`src/rtl/mc_bus_bridge.sv`:
```
// Bridges the MCU asynchronous SRAM-style bus into the system clock domain.
// Each synchronised MCU cycle becomes exactly one clocked register-bank write or read.
module mc_bus_bridge #(
  parameter int DATA_WIDTH  = 16,
  parameter int ADD_WIDTH   = 6,
  parameter int SYNC_STAGES = 2,
  parameter int RD_TIMEOUT  = 15
) (
  input  logic                  clock,
  input  logic                  reset,
  input  logic                  mc_ce,
  input  logic                  mc_oe,
  input  logic                  mc_we,
  input  logic [ADD_WIDTH-1:0]  mc_add,
  input  logic [DATA_WIDTH-1:0] mc_data_in,
  output logic [DATA_WIDTH-1:0] mc_data_out,
  output logic                  mc_data_oe,
  output logic [ADD_WIDTH-1:0]  reg_add,
  output logic [DATA_WIDTH-1:0] reg_wdata,
  output logic                  reg_wr,
  output logic                  reg_rd,
  input  logic [DATA_WIDTH-1:0] reg_rdata,
  input  logic                  reg_rvalid,
  output logic                  protocol_err,
  output logic [2:0]            fsm_state
);

  localparam int CNT_W = (RD_TIMEOUT < 1) ? 1 : $clog2(RD_TIMEOUT + 1);
  localparam logic [CNT_W-1:0]      TMO_CNT   = CNT_W'(RD_TIMEOUT);
  localparam logic [DATA_WIDTH-1:0] DEAD_WORD = DATA_WIDTH'(16'hDEAD);

  typedef enum logic [2:0] {
    IDLE     = 3'd0,
    WRITE    = 3'd1,
    RD_WAIT  = 3'd2,
    RD_DRIVE = 3'd3,
    RELEASE  = 3'd4
  } state_t;

  // Synchronisers: strobes idle high, bus lines idle low.
  logic [SYNC_STAGES-1:0] ce_sync, oe_sync, we_sync;
  logic [ADD_WIDTH-1:0]   add_sync  [SYNC_STAGES];
  logic [DATA_WIDTH-1:0]  data_sync [SYNC_STAGES];

  always_ff @(posedge clock) begin
    if (reset) begin
      ce_sync <= '1;
      oe_sync <= '1;
      we_sync <= '1;
      for (int i = 0; i < SYNC_STAGES; i++) begin
        add_sync[i]  <= '0;
        data_sync[i] <= '0;
      end
    end else begin
      ce_sync      <= {ce_sync[SYNC_STAGES-2:0], mc_ce};
      oe_sync      <= {oe_sync[SYNC_STAGES-2:0], mc_oe};
      we_sync      <= {we_sync[SYNC_STAGES-2:0], mc_we};
      add_sync[0]  <= mc_add;
      data_sync[0] <= mc_data_in;
      for (int i = 1; i < SYNC_STAGES; i++) begin
        add_sync[i]  <= add_sync[i-1];
        data_sync[i] <= data_sync[i-1];
      end
    end
  end

  logic                  s_ce, s_oe, s_we;
  logic [ADD_WIDTH-1:0]  s_add;
  logic [DATA_WIDTH-1:0] s_data;

  assign s_ce   = ce_sync[SYNC_STAGES-1];
  assign s_oe   = oe_sync[SYNC_STAGES-1];
  assign s_we   = we_sync[SYNC_STAGES-1];
  assign s_add  = add_sync[SYNC_STAGES-1];
  assign s_data = data_sync[SYNC_STAGES-1];

  state_t                state, state_nxt;
  logic [CNT_W-1:0]      rd_cnt, rd_cnt_nxt;
  logic [ADD_WIDTH-1:0]  reg_add_nxt;
  logic [DATA_WIDTH-1:0] reg_wdata_nxt, data_out_nxt;
  logic                  reg_wr_nxt, reg_rd_nxt;
  logic                  data_oe_q, data_oe_nxt;
  logic                  perr_nxt;

  // Read handshake: reg_rd is a single-cycle request; the bank answers with
  // reg_rvalid/reg_rdata in any later cycle, and a response arriving in the
  // reg_rd cycle itself or after the request was abandoned is dropped.
  always_comb begin
    state_nxt     = state;
    rd_cnt_nxt    = rd_cnt;
    reg_add_nxt   = reg_add;
    reg_wdata_nxt = reg_wdata;
    data_out_nxt  = mc_data_out;
    data_oe_nxt   = data_oe_q;
    perr_nxt      = protocol_err;
    reg_wr_nxt    = 1'b0;
    reg_rd_nxt    = 1'b0;

    case (state)
      IDLE: begin
        if (!s_ce) begin
          if (!s_we && !s_oe) begin
            perr_nxt  = 1'b1;
            state_nxt = RELEASE;
          end else if (!s_we) begin
            reg_add_nxt   = s_add;
            reg_wdata_nxt = s_data;
            state_nxt     = WRITE;
          end else if (!s_oe) begin
            reg_add_nxt = s_add;
            reg_rd_nxt  = 1'b1;
            rd_cnt_nxt  = '0;
            state_nxt   = RD_WAIT;
          end
        end
      end

      // Commit on the trailing strobe edge with the last values seen while asserted.
      WRITE: begin
        if (!s_ce && !s_we) begin
          reg_add_nxt   = s_add;
          reg_wdata_nxt = s_data;
        end else begin
          reg_wr_nxt = 1'b1;
          state_nxt  = s_ce ? IDLE : RELEASE;
        end
      end

      RD_WAIT: begin
        if (s_ce || s_oe) begin
          state_nxt = IDLE;
        end else if ((rd_cnt != '0) && reg_rvalid) begin
          data_out_nxt = reg_rdata;
          data_oe_nxt  = 1'b1;
          state_nxt    = RD_DRIVE;
        end else if (rd_cnt == TMO_CNT) begin
          data_out_nxt = DEAD_WORD;
          data_oe_nxt  = 1'b1;
          perr_nxt     = 1'b1;
          state_nxt    = RD_DRIVE;
        end else begin
          rd_cnt_nxt = rd_cnt + CNT_W'(1);
        end
      end

      RD_DRIVE: begin
        if (s_ce || s_oe) begin
          data_oe_nxt = 1'b0;
          state_nxt   = IDLE;
        end
      end

      RELEASE: begin
        if (s_ce) state_nxt = IDLE;
      end

      default: state_nxt = IDLE;
    endcase
  end

  always_ff @(posedge clock) begin
    if (reset) begin
      state        <= IDLE;
      rd_cnt       <= '0;
      reg_add      <= '0;
      reg_wdata    <= '0;
      reg_wr       <= 1'b0;
      reg_rd       <= 1'b0;
      mc_data_out  <= '0;
      data_oe_q    <= 1'b0;
      protocol_err <= 1'b0;
    end else begin
      state        <= state_nxt;
      rd_cnt       <= rd_cnt_nxt;
      reg_add      <= reg_add_nxt;
      reg_wdata    <= reg_wdata_nxt;
      reg_wr       <= reg_wr_nxt;
      reg_rd       <= reg_rd_nxt;
      mc_data_out  <= data_out_nxt;
      data_oe_q    <= data_oe_nxt;
      protocol_err <= perr_nxt;
    end
  end

  // Gating with s_we keeps the bridge off the bus whenever the MCU is writing.
  assign mc_data_oe = data_oe_q & s_we;
  assign fsm_state  = state;

endmodule
```
`config.mk`:
```
export PLATFORM = sky130hd
export DESIGN_NAME = mc_bus_bridge
export DESIGN_NICKNAME = d
export VERILOG_FILES = /design/src/rtl/mc_bus_bridge.sv
export SDC_FILE = /design/constraint.sdc
export NUM_CORES = 1
export LEC_CHECK = 0
export ABC_AREA = 1
export CORE_MARGIN = 4
export CORE_UTILIZATION = 40
export DETAILED_ROUTE_END_ITERATION = 10
export PLACE_DENSITY = 0.68
export SYNTH_ARGS = -nofsm -noshare
export SYNTH_HDL_FRONTEND = slang
export SYNTH_SLANG_ARGS = --single-unit
```
`constraint.sdc`:
```
create_clock -name clock -period 2.4 [get_ports clock]
set_clock_uncertainty 0.2 [all_clocks]
set_input_delay 0.36 -clock clock [delete_from_list [all_inputs] [get_ports clock]]
set_output_delay 0.36 -clock clock [all_outputs]
set_load 0.005 [all_outputs]
```
==> results of run 1 <==
-- flip-flops by register name, indices dropped and copies added, names as in the netlist --
| name | flops |
|---|---|
| fsm_state | 3 |
| reg_wr | 1 |
| reg_add | 6 |
| data_oe_q | 1 |
| protocol_err | 1 |
| we_sync | 2 |
| ce_sync | 2 |
| reg_rd | 1 |
| oe_sync | 2 |
| data_sync | 32 |
| add_sync | 12 |
| rd_cnt | 4 |
| mc_data_out | 16 |
| reg_wdata | 16 |
-- power groups by stage --
stage,combinational (uW),clock [uW],sequential (uW)
after global placement,1360,0,1910
after CTS,1390,969,1880
after global routing,1560,1050,1900
final,1380,941,1880
after detailed placement,1390,0,1920
after floorplan,1010,0,1900
-- area by class of cell --
type	count	area share
clock buffers	10	0.0265
flip-flops and latches	99	0.412
well taps	108	0.0281
clock inverters	6	0.00832
repair buffers	93	0.192
inverters	76	0.0593
multi-input cells	281	0.274
-- layer usage --
layer / up-vias / wire, microns / global-route usage
met2: 82 / 3600 / 0.242
met3: 11 / 449 / 0.0403
li1: 1626 / - / -
met5: - / 0 / 0
met4: 0 / 153 / 0.0684
met1: 1370 / 3770 / 0.185
-- tightest hold or removal path: cells and delay by family (launching register included) --
kind,cells,cell delay [ps]
buffers and inverters,1,40
AND/OR/NAND/NOR,1,30
flip-flops,1,310
-- cells by family (layout without fill, tap and decap cells) --
family	after synthesis	after routing	synth area share
simple gates	215	215	0.258
flops	99	99	0.535
buf+inv	98	185	0.109
compound gates	64	64	0.0912
fa+ha+maj	2	2	0.00675
-- path summary, 6_finish.rpt --
| path | from | to | slack [ps] | cells after the start |
|---|---|---|---|---|
| setup / recovery | we_sync[1] | mc_data_oe | 290 | 3 |
| hold reg to reg | add_sync[0][5] | add_sync[0][11] | 200 | 2 |
| setup reg to reg | rd_cnt[0] | mc_data_out[1] | 450 | 8 |
| hold / removal | add_sync[0][5] | add_sync[0][11] | 200 | 2 |
-- cells in the mapped netlist, types with 3 or more instances --
master    instances  share of area
buf_2             3         0.0041
nor3_1            4         0.0054
nand2_1          64          0.065
clkbuf_1         11          0.011
nor2_1           88          0.089
buf_4             3         0.0061
dfxtp_1          99           0.53
inv_1            73          0.074
or2_2             6          0.010
buf_6             3         0.0091
nand3_1          42          0.057
inv_2             3         0.0030
a21oi_1          46          0.062
o21ai_0          15          0.020
-- through the flow --
stage,hold slack (ps),instances,worst slack [ps],instance area (sq um)
finish,199,673,288,4810
global route,221,673,207,4810
CTS,197,673,271,4810
floorplan,188,478,770,3710
detailed placement,192,657,367,4650
global placement,191,657,412,4650
-- layout by cell type (no fill, tap or decap), types with 3 or more instances in the layout --
cell type / Yosys / final
dfxtp_1: 99 / 99
nor2_1: 88 / 88
clkdlybuf4s50_1: 0 / 87
inv_1: 73 / 73
nand2_1: 64 / 64
a21oi_1: 46 / 46
nand3_1: 42 / 42
o21ai_0: 15 / 15
clkbuf_8: 0 / 9
or2_2: 6 / 6
nor3_1: 4 / 4
buf_4: 3 / 4
inv_2: 3 / 3
clkinv_2: 0 / 3
==> impl_metrics.py, run 1 <==
metrics = {
    "outcome": {
        "status": "completed",
    },
    "clock_network": {
        "clkLatencyLatePin_ps": 350,
        "post_cts_buffers": 0,
        "clockBufferDepth": 2,
        "cts.root.buffer_cell": "clkbuf_8",
        "cts.htree.levels": 3,
        "ctsHoldBuffers": 0,
        "numCtsBuffers": 9,
        "clkSinkCount": 99,
        "ctsResizeCount": 0,
        "cts_tree": "done",
        "clk_pin_slew_worst_paths_ps": 90,
    },
    "floorplanning": {
        "die_area_sq_um": 10900,
        "start_util": 0.419,
        "coreArea_sq_um": 8850,
        "io_pins": 89,
        "die_h_microns": 104,
        "rows": 34,
        "die_w_microns": 104,
    },
    "timing": {
        "min_period_ps": 2110,
        "period_share": 0.880,
        "maxSlewViolCount": 0,
        "relSlewSlack": 0.547,
        "setup_tns_ps": 0,
        "setup_viol": 0,
        "worst_slew_pin_slew_ps": 679,
        "max_freq_mhz": 474,
        "final_hold_viol_count": 0,
        "rsz0062_at_grt": "no",
    },
    "layout": {
        "fin_util": 0.544,
        "multi_input_area_sq_um": 1320,
        "layout.nets": 606,
        "antenna_cells": 0,
        "area_delta_synth_final_pct": 29.9,
        "seq_area_sq_um": 1980,
        "layout-drive-gt1-share": 0.0743,
        "nFillCells": 840,
    },
    "synth": {
        "ys_seq_area_frac": 0.535,
        "synth_cell_types": 27,
        "syn-num-nets": 524,
        "netlist_area_sq_um": 3710,
        "syn_area_per_cell_sq_um": 7.75,
        "async_flop_share": 0,
        "synth-main-ff-cell": "dfxtp_1",
        "yosys_register_bits": 99,
        "synth_edf_count": 0,
        "syn_inst": 478,
        "yosysWarnings": 0,
    },
    "power_and_ir_drop": {
        "leakagePower_uw": 0.00201,
        "comb_power_share": 0.328,
        "power_frac_seq": 0.448,
        "clkPwrFrac": 0.224,
        "p_int_uw": 2690,
        "irDropWorstVdd_mv": 0.343,
        "swShare": 0.361,
        "finalPower_uw": 4200,
        "powerDensity_nw_per_um2": 873,
        "switchingPower_uw": 1520,
    },
    "place": {
        "io_buffers": 88,
        "place_congestion": 0.809,
        "place_hpwl_microns": 5560,
    },
    "setup_path": {
        "crit_slowest_cell": "dfxtp_1",
        "slowest_delay_ps": 540,
        "crit_family": "buffers and inverters",
        "required_ps": 1840,
        "end_kind": "output pin",
        "critPathLaunchType": "register",
        "path_buf_inv": 2,
        "crit_type": "reg2out",
        "crit_fanout": 9,
        "crit_chain": "nand2_1 -> inv_1 -> clkdlybuf4s50_1",
        "critPathArrivalTime_ps": 1550,
    },
    "global_route": {
        "grt_max_degree": 78,
        "antenna_found_initial": 0,
        "grt.overflow.total": 0,
        "grt_pass1_wl_microns": 13400,
        "grt_pass1_vias": 2916,
        "track_usage": 0.150,
    },
    "route": {
        "drc_errors": 0,
        "wl_per_cell_microns": 11.8,
        "vias_per_cell": 4.59,
        "wl_microns": 7980,
        "vias": 3089,
        "drtAntennaViolNets": 0,
        "drt_pre_antenna_iters": 4,
        "drt_iter0_markers": 118,
    },
    "hold_path": {
        "hold_class": "reg2reg",
    },
    "job": {
        "maxCapViolCount": 0,
    },
}
Power figures use the tool's default switching activity.
==> run 2: changes to the inputs <==
CORE_UTILIZATION = 25   (was 40)
PLACE_DENSITY = 0.47   (was 0.68)
==> run 2 against run 1 <==
Net effect:
- final cell count grew 11%
- clock-buffer cell count grew 2
- setup slack lost 5.4 ps
- die area grew 55%
- critical path depth is the same
- sequential power is essentially flat
- non-clock buffer count is the same
- register-to-register slack lost 160 ps
- global-route usage shrank 4.1 points
- flip-flop and latch count is the same
- clock power grew 51%
- highest routed layer unchanged
==> impl_metrics.py, run 2 (synthesis gave the netlist of run 1 again) <==
metrics = {
    "outcome": {
        "status": "completed",
    },
    "global_route": {
        "antenna_found_initial": 0,
        "grt_max_degree": 41,
        "grt.overflow.total": 0,
        "track_usage": 0.108,
        "grt_pass1_wl_microns": 14200,
        "grt_pass1_vias": 2910,
    },
    "floorplanning": {
        "coreArea_sq_um": 14500,
        "io_pins": 89,
        "die_h_microns": 130,
        "start_util": 0.255,
        "die_w_microns": 130,
        "rows": 44,
        "die_area_sq_um": 16800,
    },
    "timing": {
        "worst_slew_pin_slew_ps": 640,
        "whs_ps": 200,
        "setup_viol": 0,
        "min_period_ps": 2120,
        "final_hold_viol_count": 0,
        "rsz0062_at_grt": "no",
        "relSlewSlack": 0.573,
        "setup_tns_ps": 0,
        "maxSlewViolCount": 0,
        "max_freq_mhz": 472,
        "period_share": 0.882,
    },
    "layout": {
        "area_delta_synth_final_pct": 35.3,
        "largest_reg_flops": 32,
        "layout.nets": 606,
        "regMostFlops": "data_sync",
        "mostFrequentLayoutCells": "99 x dfxtp_1, 88 x nor2_1, 87 x clkdlybuf4s50_1",
        "final_common_cell": "dfxtp_1",
        "layout-drive-gt1-share": 0.0693,
        "antenna_cells": 0,
        "reg.largest.list": "data_sync: 32 flops, mc_data_out: 16 flops, reg_wdata: 16 flops",
    },
    "place": {
        "place_hpwl_microns": 6280,
        "io_buffers": 88,
        "place_congestion": 0.758,
    },
    "clock_network": {
        "post_cts_buffers": 0,
        "clkLatencyLatePin_ps": 340,
        "cts.htree.levels": 3,
        "clkSinkCount": 99,
        "numCtsBuffers": 9,
        "clk_pin_slew_worst_paths_ps": 60,
        "cts.root.buffer_cell": "clkbuf_16",
        "clockBufferDepth": 2,
        "ctsResizeCount": 0,
        "cts_tree": "done",
        "ctsHoldBuffers": 0,
    },
    "setup_path": {
        "crit_type": "reg2out",
        "crit_fanout": 9,
        "critPathArrivalTime_ps": 1560,
        "crit_slowest_cell": "dfxtp_1",
        "critPathLaunchType": "register",
        "crit_chain": "nand2_1 -> inv_1 -> clkdlybuf4s50_1",
        "r2r_slack_ps": 290,
        "end_kind": "output pin",
        "slowest_delay_ps": 550,
        "required_ps": 1840,
    },
    "route": {
        "routed.top_layer": "met4",
        "vias": 3103,
        "wl_met3_microns": 579,
        "vias_per_cell": 4.15,
        "wl_met2_microns": 3800,
        "wl_per_cell_microns": 11.9,
        "drt_pre_antenna_iters": 4,
        "drc_errors": 0,
        "drt_iter0_markers": 145,
        "drtAntennaViolNets": 0,
        "wl_microns": 8880,
        "wl_met1_microns": 4260,
    },
    "power_and_ir_drop": {
        "irDropWorstVdd_mv": 0.333,
        "powerDensity_nw_per_um2": 935,
        "leakagePower_uw": 0.00205,
    },
    "job": {
        "maxCapViolCount": 0,
    },
    "hold_path": {
        "hold_class": "reg2reg",
    },
}
## run 2: changes by cell type in the layout (fill, tap and decap cells not counted)
cell	before	now
clkbuf_8	9	1
clkbuf_1	1	2
clkinv_2	3	0
buf_4	4	5
buf_12	1	0
bufinv_16	0	1
clkbuf_16	0	9
inv_6	1	0
clkinv_4	1	0
## run 2: critical path, delay by kind of cell (launching register included)
family	cells	cell delay [ps]
buffers and inverters	2	560
DFF	1	550
and+or+nand+nor	1	110
## run 2: report_power, final
| part | switching (uW) | internal (uW) | total, uW |
|---|---|---|---|
| sequential | 119 | 1770 | 1890 |
| combinational | 851 | 525 | 1380 |
| clock | 591 | 826 | 1420 |
## run 2: path summary, 6_finish.rpt
kind / from / end / depth (start not counted)
min: data_sync[0][0] / data_sync[0][16] / 2
max: we_sync[1] / mc_data_oe / 3
min reg2reg: data_sync[0][0] / data_sync[0][16] / 2
max reg2reg: fsm_state[2] / mc_data_out[9] / 6
## run 2: layout make-up
class / count / area (sq um)
inverters: 76 / 285
clock buffers: 12 / 246
well taps: 184 / 230
multi-input cells: 281 / 1320
repair buffers: 93 / 913
fillers: 1584 / 9520
clock inverters: 2 / 37.5
flip-flops and latches: 99 / 1980
## run 2: stage by stage
stage                     std cells  setup WS, ps  cell area [sq um]  power (uW)   util
final                           747           283               5010        4690  0.345
after global routing            747          63.8               5010        5000  0.345
after CTS                       747           242               5010        4770  0.345
after detailed placement        733           309               4730        3320  0.325
after global placement          733           337               4730        3300  0.325
after floorplan                 478           770               3710        2900      -
## run 2: per-layer routing
layer  global-route usage  up-vias
met2                0.164       83
met5                    0        -
met4               0.0605        0
li1                     -     1632
met1                0.139     1372
met3               0.0291       16
